<file path="src/rtl/fft_pkg.sv">
// Shared constants, state type, twiddle constants and address helper for the 8-point
// radix-2 decimation-in-time FFT.
package fft_pkg;

  localparam int unsigned N         = 8;
  localparam int unsigned DW        = 16;
  localparam int unsigned AW        = $clog2(N);
  localparam int unsigned NumStages = AW;
  localparam int unsigned NumBfly   = NumStages * N / 2;

  typedef enum logic [1:0] {
    StLoad,
    StCompute,
    StUnload
  } state_e;

  // Q1.15 twiddles W8^1 and W8^3. W8^0 and W8^2 are applied exactly, without multipliers.
  localparam logic signed [DW-1:0] Tw1Re = 16'sd23170;
  localparam logic signed [DW-1:0] Tw1Im = -16'sd23170;
  localparam logic signed [DW-1:0] Tw3Re = -16'sd23170;
  localparam logic signed [DW-1:0] Tw3Im = -16'sd23170;

  function automatic logic [AW-1:0] bit_rev(input logic [AW-1:0] a);
    logic [AW-1:0] r;
    for (int unsigned i = 0; i < AW; i++) begin
      r[i] = a[AW-1-i];
    end
    return r;
  endfunction

endpackage

</file>
<file path="src/rtl/fft_butterfly.sv">
// Combinational radix-2 complex butterfly: a' = (a + W*b) >>> 1, b' = (a - W*b) >>> 1.
module fft_butterfly
  import fft_pkg::*;
(
  input  logic [2*DW-1:0] a_i,
  input  logic [2*DW-1:0] b_i,
  input  logic [1:0]      tw_i,
  output logic [2*DW-1:0] a_o,
  output logic [2*DW-1:0] b_o
);

  // |W*b| reaches ~1.41 * 2^15 for W^1/W^3, so the sum needs two guard bits to stay exact.
  localparam int unsigned IW = DW + 2;
  localparam int unsigned PW = 2 * DW + 2;

  logic signed [DW-1:0] ar, ai, br, bi;
  logic signed [DW-1:0] cr, ci;
  logic signed [PW-1:0] pr, pi;
  logic signed [IW-1:0] wr, wi, sr, si, dr, di;
  logic                 unused_bits;

  always_comb begin
    ar = a_i[2*DW-1:DW];
    ai = a_i[DW-1:0];
    br = b_i[2*DW-1:DW];
    bi = b_i[DW-1:0];

    if (tw_i[1]) begin
      cr = Tw3Re;
      ci = Tw3Im;
    end else begin
      cr = Tw1Re;
      ci = Tw1Im;
    end
    pr = PW'(cr) * PW'(br) - PW'(ci) * PW'(bi);
    pi = PW'(cr) * PW'(bi) + PW'(ci) * PW'(br);

    unique case (tw_i)
      2'd0: begin
        wr = IW'(br);
        wi = IW'(bi);
      end
      2'd2: begin
        wr = IW'(bi);
        wi = -IW'(br);
      end
      default: begin
        wr = IW'(pr >>> 15);
        wi = IW'(pi >>> 15);
      end
    endcase

    sr = IW'(ar) + wr;
    si = IW'(ai) + wi;
    dr = IW'(ar) - wr;
    di = IW'(ai) - wi;

    a_o = {sr[DW:1], si[DW:1]};
    b_o = {dr[DW:1], di[DW:1]};
  end

  assign unused_bits = ^{sr[IW-1], sr[0], si[IW-1], si[0], dr[IW-1], dr[0], di[IW-1], di[0],
                         pr[PW-1:IW+15], pr[14:0], pi[PW-1:IW+15], pi[14:0]};

endmodule

</file>
<file path="src/rtl/fft_computer.sv">
// 8-point forward FFT: loads a frame into a bit-reversed register file, runs 12 in-place
// butterflies (one per cycle), then streams the bins out in natural order.
module fft_computer #(
  parameter int unsigned N  = 8,
  parameter int unsigned DW = 16
) (
  input  logic            i_clk,
  input  logic            i_rst_n,
  input  logic            i_data_valid,
  input  logic [2*DW-1:0] i_data,
  output logic            o_data_ready,
  output logic            o_data_valid,
  output logic [2*DW-1:0] o_data,
  input  logic            i_data_ready
);

  localparam int unsigned AW       = fft_pkg::AW;
  localparam int unsigned BfW      = $clog2(fft_pkg::NumBfly);
  localparam logic [BfW-1:0] LastBfly = BfW'(fft_pkg::NumBfly - 1);
  localparam logic [AW-1:0]  LastIdx  = AW'(N - 1);

  fft_pkg::state_e state_q, state_d;
  logic [AW-1:0]   load_cnt_q, load_cnt_d;
  logic [BfW-1:0]  bf_q, bf_d;
  logic [AW-1:0]   bin_q, bin_d;
  logic            rdy_q, rdy_d;
  logic [2*DW-1:0] mem_q [N];
  logic [2*DW-1:0] mem_d [N];

  logic [1:0]      stage, pos;
  logic [AW-1:0]   addr_a, addr_b;
  logic [1:0]      tw;
  logic [2*DW-1:0] bf_a, bf_b;

  // In-place DIT addressing: the pair spacing doubles every stage.
  always_comb begin
    stage = bf_q[BfW-1:2];
    pos   = bf_q[1:0];
    case (stage)
      2'd0: begin
        addr_a = {pos, 1'b0};
        addr_b = {pos, 1'b1};
        tw     = 2'd0;
      end
      2'd1: begin
        addr_a = {pos[1], 1'b0, pos[0]};
        addr_b = {pos[1], 1'b1, pos[0]};
        tw     = {pos[0], 1'b0};
      end
      default: begin
        addr_a = {1'b0, pos};
        addr_b = {1'b1, pos};
        tw     = pos;
      end
    endcase
  end

  fft_butterfly u_butterfly (
    .a_i  (mem_q[addr_a]),
    .b_i  (mem_q[addr_b]),
    .tw_i (tw),
    .a_o  (bf_a),
    .b_o  (bf_b)
  );

  always_comb begin
    state_d    = state_q;
    load_cnt_d = load_cnt_q;
    bf_d       = bf_q;
    bin_d      = bin_q;
    mem_d      = mem_q;
    unique case (state_q)
      fft_pkg::StLoad: begin
        if (i_data_valid && rdy_q) begin
          mem_d[fft_pkg::bit_rev(load_cnt_q)] = i_data;
          load_cnt_d = load_cnt_q + AW'(1);
          if (load_cnt_q == LastIdx) state_d = fft_pkg::StCompute;
        end
      end
      fft_pkg::StCompute: begin
        mem_d[addr_a] = bf_a;
        mem_d[addr_b] = bf_b;
        bf_d = bf_q + BfW'(1);
        if (bf_q == LastBfly) begin
          bf_d    = '0;
          state_d = fft_pkg::StUnload;
        end
      end
      fft_pkg::StUnload: begin
        if (i_data_ready) begin
          bin_d = bin_q + AW'(1);
          if (bin_q == LastIdx) state_d = fft_pkg::StLoad;
        end
      end
      default: state_d = fft_pkg::StLoad;
    endcase
    // Registered so ready stays low while reset is held and rises on the first edge after.
    rdy_d = (state_d == fft_pkg::StLoad);
  end

  always_ff @(posedge i_clk or negedge i_rst_n) begin
    if (!i_rst_n) begin
      state_q    <= fft_pkg::StLoad;
      load_cnt_q <= '0;
      bf_q       <= '0;
      bin_q      <= '0;
      rdy_q      <= 1'b0;
    end else begin
      state_q    <= state_d;
      load_cnt_q <= load_cnt_d;
      bf_q       <= bf_d;
      bin_q      <= bin_d;
      rdy_q      <= rdy_d;
    end
  end

  always_ff @(posedge i_clk) begin
    mem_q <= mem_d;
  end

  assign o_data_ready = rdy_q;
  assign o_data_valid = (state_q == fft_pkg::StUnload);
  assign o_data       = o_data_valid ? mem_q[bin_q] : '0;

endmodule

</file>
<file path="config.mk">
export PLATFORM = sky130hd
export DESIGN_NAME = fft_computer
export DESIGN_NICKNAME = d
export VERILOG_FILES = /design/src/rtl/fft_pkg.sv /design/src/rtl/fft_butterfly.sv /design/src/rtl/fft_computer.sv
export SDC_FILE = /design/constraint.sdc
export NUM_CORES = 2
export LEC_CHECK = 0
export ABC_AREA = 1
export BUFFER_PORTS_ARGS = -buffer_cell sky130_fd_sc_hd__buf_2
export CORE_MARGIN = 2
export CORE_UTILIZATION = 54
export DETAILED_ROUTE_END_ITERATION = 10
export PLACE_DENSITY = 0.7
export SYNTH_ARGS = -nofsm -noshare
export SYNTH_HDL_FRONTEND = slang
export SYNTH_SLANG_ARGS = --single-unit
</file>
<file path="constraint.sdc">
create_clock -name i_clk -period 16.1 [get_ports i_clk]
set_input_delay 0.805 -clock i_clk [delete_from_list [all_inputs] [get_ports i_clk]]
set_output_delay 0.805 -clock i_clk [all_outputs]
set_load 0.05 [all_outputs]
</file>
==> metrics.md <==
| Metric | Value |
|---|---|
| Total Routed Length | `187,900 um` |
| Placed Area | `0.05126 mm^2` |
| Max Slew Vio Count | `0` |
| Row Count | `110` |
| Vias | `44,690` |
| Largest net degree at the start of global routing | `211` |
| Met1 Usage GRT | `0.5084` |
| I/O pin count | `70` |
| Period utilization | `0.9600` |
| Most used cell, CP | `nand2_1` |
| Starting density of the core | `0.5468` |
| Fill count | `8,240` |
| Root buf cell | `clkbuf_16` |
| Met3 usage | `0.09331` |
| Minimum hold slack | `0.09360 ns` |
| CTS buffer count | `28` |
| DRT iter0 DRCs | `5,885` |
| Total congestion overflow | `0` |
| Fmax | `64.70 MHz` |
| Reg area | `0.008023 mm^2` |
| Area of the multi-input gates | `0.03598 mm^2` |
| Vias in the first global route | `44,090` |
| Sequential element share of the synthesized area | `0.1620` |
| Async set-reset flop share out of synthesis | `0.04833` |
| Dpl hpwl | `140,400 um` |
| Fin crit period | `15.46 ns` |
| Placer congestion estimate | `1.018` |
| Count of nets after finishing | `7,262` |
| Final hold viol count | `0` |
| First-pass GRT wire length | `277,300 um` |
| Routed vias/inst | `6.166` |
| CTS clk-pin slew, worst paths | `0.08 ns` |
| Post-synthesis cell count | `6,079` |
| Post-route DRC | `0` |
| Top FF cell, synth | `edfxtp_1` |
| Hold WC Path Type | `in -> async` |
| Placeable Area | `0.09042 mm^2` |
| Req. time, crit path | `16.40 ns` |
| Worst Path Class, Setup | `reg -> reg` |
| TritonRoute pass-1 iters | `9` |
| Finished Cell Area | `0.05229 mm^2` |
| Share of cells above drive strength 1 | `0.05601` |
| Clock sink count | `269` |
| Area growth syn-to-layout | `5.754%` |
| Outcome | `complete, no violations` |
| Post-synthesis cell area | `0.04945 mm^2` |
| Initial antenna violation count | `8` |
| Critical Path Fanout Max | `21` |
| GR Util met2 | `0.6096` |
| Max_cap viols | `0` |
| CTS tree | `yes` |
| Setup crit start kind | `flop` |
| Final setup violation count | `0` |
| Worst-case clock buffer depth | `3` |
| Post-route antenna net violation count | `0` |
| Clock latency at the later pin of the worst-skew pair | `0.60 ns` |
| Gr usage total | `0.3971` |
| Yosys warns | `0` |
| Final Core Density | `0.5783` |
| Crit path DAT | `15.76 ns` |
| Setup crit end kind | `flop` |
| Clock H-tree levels | `1` |
| Setup TNS Final | `0 ns` |
| WL/cell | `25.92 um` |
| Relative slew slack | `0.08178` |
| Crit path largest cell delay | `0.78 ns` |
| Die ar. | `0.09401 mm^2` |
| Yosys cell types | `62` |
| GRT busiest layer | `met2` |
| Port Buffer Count | `69` |
| Number of synthesized flops with an enable pin | `256` |
| Mean Syn Cell Area | `8.134 um^2` |
| Chip width | `306.6 um` |
| Unrepaired setup endpoints after global routing | `no` |
| Worst slew pin tran | `1.377 ns` |
| CP max stage cell | `xor2_1` |
| Clk_skew | `0.03356 ns` |
| Synthesized flop and latch total | `269` |
| Die Span Y | `306.6 um` |
cell type report:
cell class / count / share of cell area
Antenna cell: 1 / 0.00004785
Clock buffer: 34 / 0.01421
Clock inverter: 18 / 0.004068
Inverter: 1239 / 0.08915
Multi-Input combinational cell: 4330 / 0.6881
Sequential cell: 269 / 0.1534
Tap cell: 1176 / 0.02814
Timing Repair Buffer: 180 / 0.02285
registers in the layout (all words and copies together), names as in the netlist:
register	count
bf_q	4
bin_q	3
o_data_ready	1
load_cnt_q	3
state_q	2
mem_q	256
synthesized netlist by cell type, types with 11 or more instances:
master / n / area, um^2
nor3_1: 30 / 150.1
or2_2: 11 / 68.82
edfxtp_1: 256 / 7687
xor2_1: 94 / 823.3
dfrtp_1: 13 / 325.3
o21a_1: 14 / 105.1
xnor2_1: 54 / 473.0
nand4_1: 23 / 143.9
nor2_4: 11 / 123.9
inv_1: 1218 / 4572
a22o_1: 26 / 227.7
a31oi_1: 51 / 319.1
o21ai_0: 586 / 2933
inv_2: 11 / 41.29
a221oi_1: 51 / 446.7
a21oi_1: 325 / 1627
o21bai_1: 19 / 142.6
o211ai_1: 66 / 495.5
nand3_1: 237 / 1186
clkbuf_1: 199 / 747.0
nor2_1: 211 / 792.0
nand2_1: 1010 / 3791
nand2_2: 16 / 100.1
o21ai_1: 19 / 95.09
nand3_2: 12 / 120.1
buf_1: 36 / 135.1
o22ai_1: 183 / 1145
ha_1: 518 / 6481
fa_1: 660 / 13210
stage by stage:
| step | setup WS [ns] | cells |
|---|---|---|
| after floorplan | 3.161 | 6086 |
| after detailed placement | 0.3713 | 7188 |
| after global placement | 0.5212 | 7188 |
| final | 0.6446 | 7247 |
| after global routing | 0.002691 | 7246 |
| after CTS | 0.3168 | 7240 |
cells in the final DEF (no fill, tap or decap), drive strengths merged, types with 67 or more instances in the layout:
master,count
edfxtp,256
nand2,1031
xor2,98
a21oi,326
ha,518
nor2,228
inv,1231
nand3,249
buf,180
o211ai,67
fa,660
o21ai,606
o22ai,183
cell families after synthesis:
| group | Yosys count | share of synthesized area |
|---|---|---|
| AO/OA/AOI/OAI | 1388 | 0.1605 |
| flip-flops | 269 | 0.1620 |
| AND/OR/NAND/NOR | 1598 | 0.1367 |
| XOR/XNOR | 152 | 0.02753 |
| other | 2 | 0.0001519 |
| buffers and inverters | 1489 | 0.1141 |
| multiplexers | 3 | 0.0006073 |
| adder cells (fa/ha/maj) | 1178 | 0.3983 |
what timing repair did:
| item | CTS | global route |
|---|---|---|
| gates resized for setup | 0 | 9 |
| endpoints found under the setup margin | 0 | 45 |
| endpoints found under the hold margin | 0 | 0 |
| hold buffers | 0 | 0 |
| setup buffers | 0 | 4 |
worst paths after layout:
check | endpoint | cells past startpoint | slack, ns | from
worst min register to register | load_cnt_q[1] | 2 | 0.61 | load_cnt_q[1]
min in group i_clk | mem_q[36] | 3 | 0.53 | i_data[4]
worst max register to register | mem_q[155] | 62 | 0.64 | bf_q[3]
worst min-delay path | bf_q[0] | 1 | 0.09 | i_rst_n
worst max-delay path | mem_q[155] | 62 | 0.64 | bf_q[3]
max in group asynchronous | bin_q[1] | 1 | 15.70 | i_rst_n
worst max-delay path: cells and delay by family, from the launching register on:
family | cells | cell delay (ns)
flops | 1 | 0.55
buf+inv | 11 | 1.62
fa+ha+maj | 14 | 6.37
compound gates | 12 | 1.93
xor+xnor | 4 | 1.61
simple gates | 21 | 3.01
routing by layer:
metal / wire [um] / part of all wire
met3: 23740 / 0.13
met2: 80650 / 0.43
met4: 14390 / 0.077
met1: 69020 / 0.37
met5: 62 / 0.00033
Power is left out: the tool's default activity adds up to more than one toggle a clock period on the data nets, which glitch-free logic cannot reach.
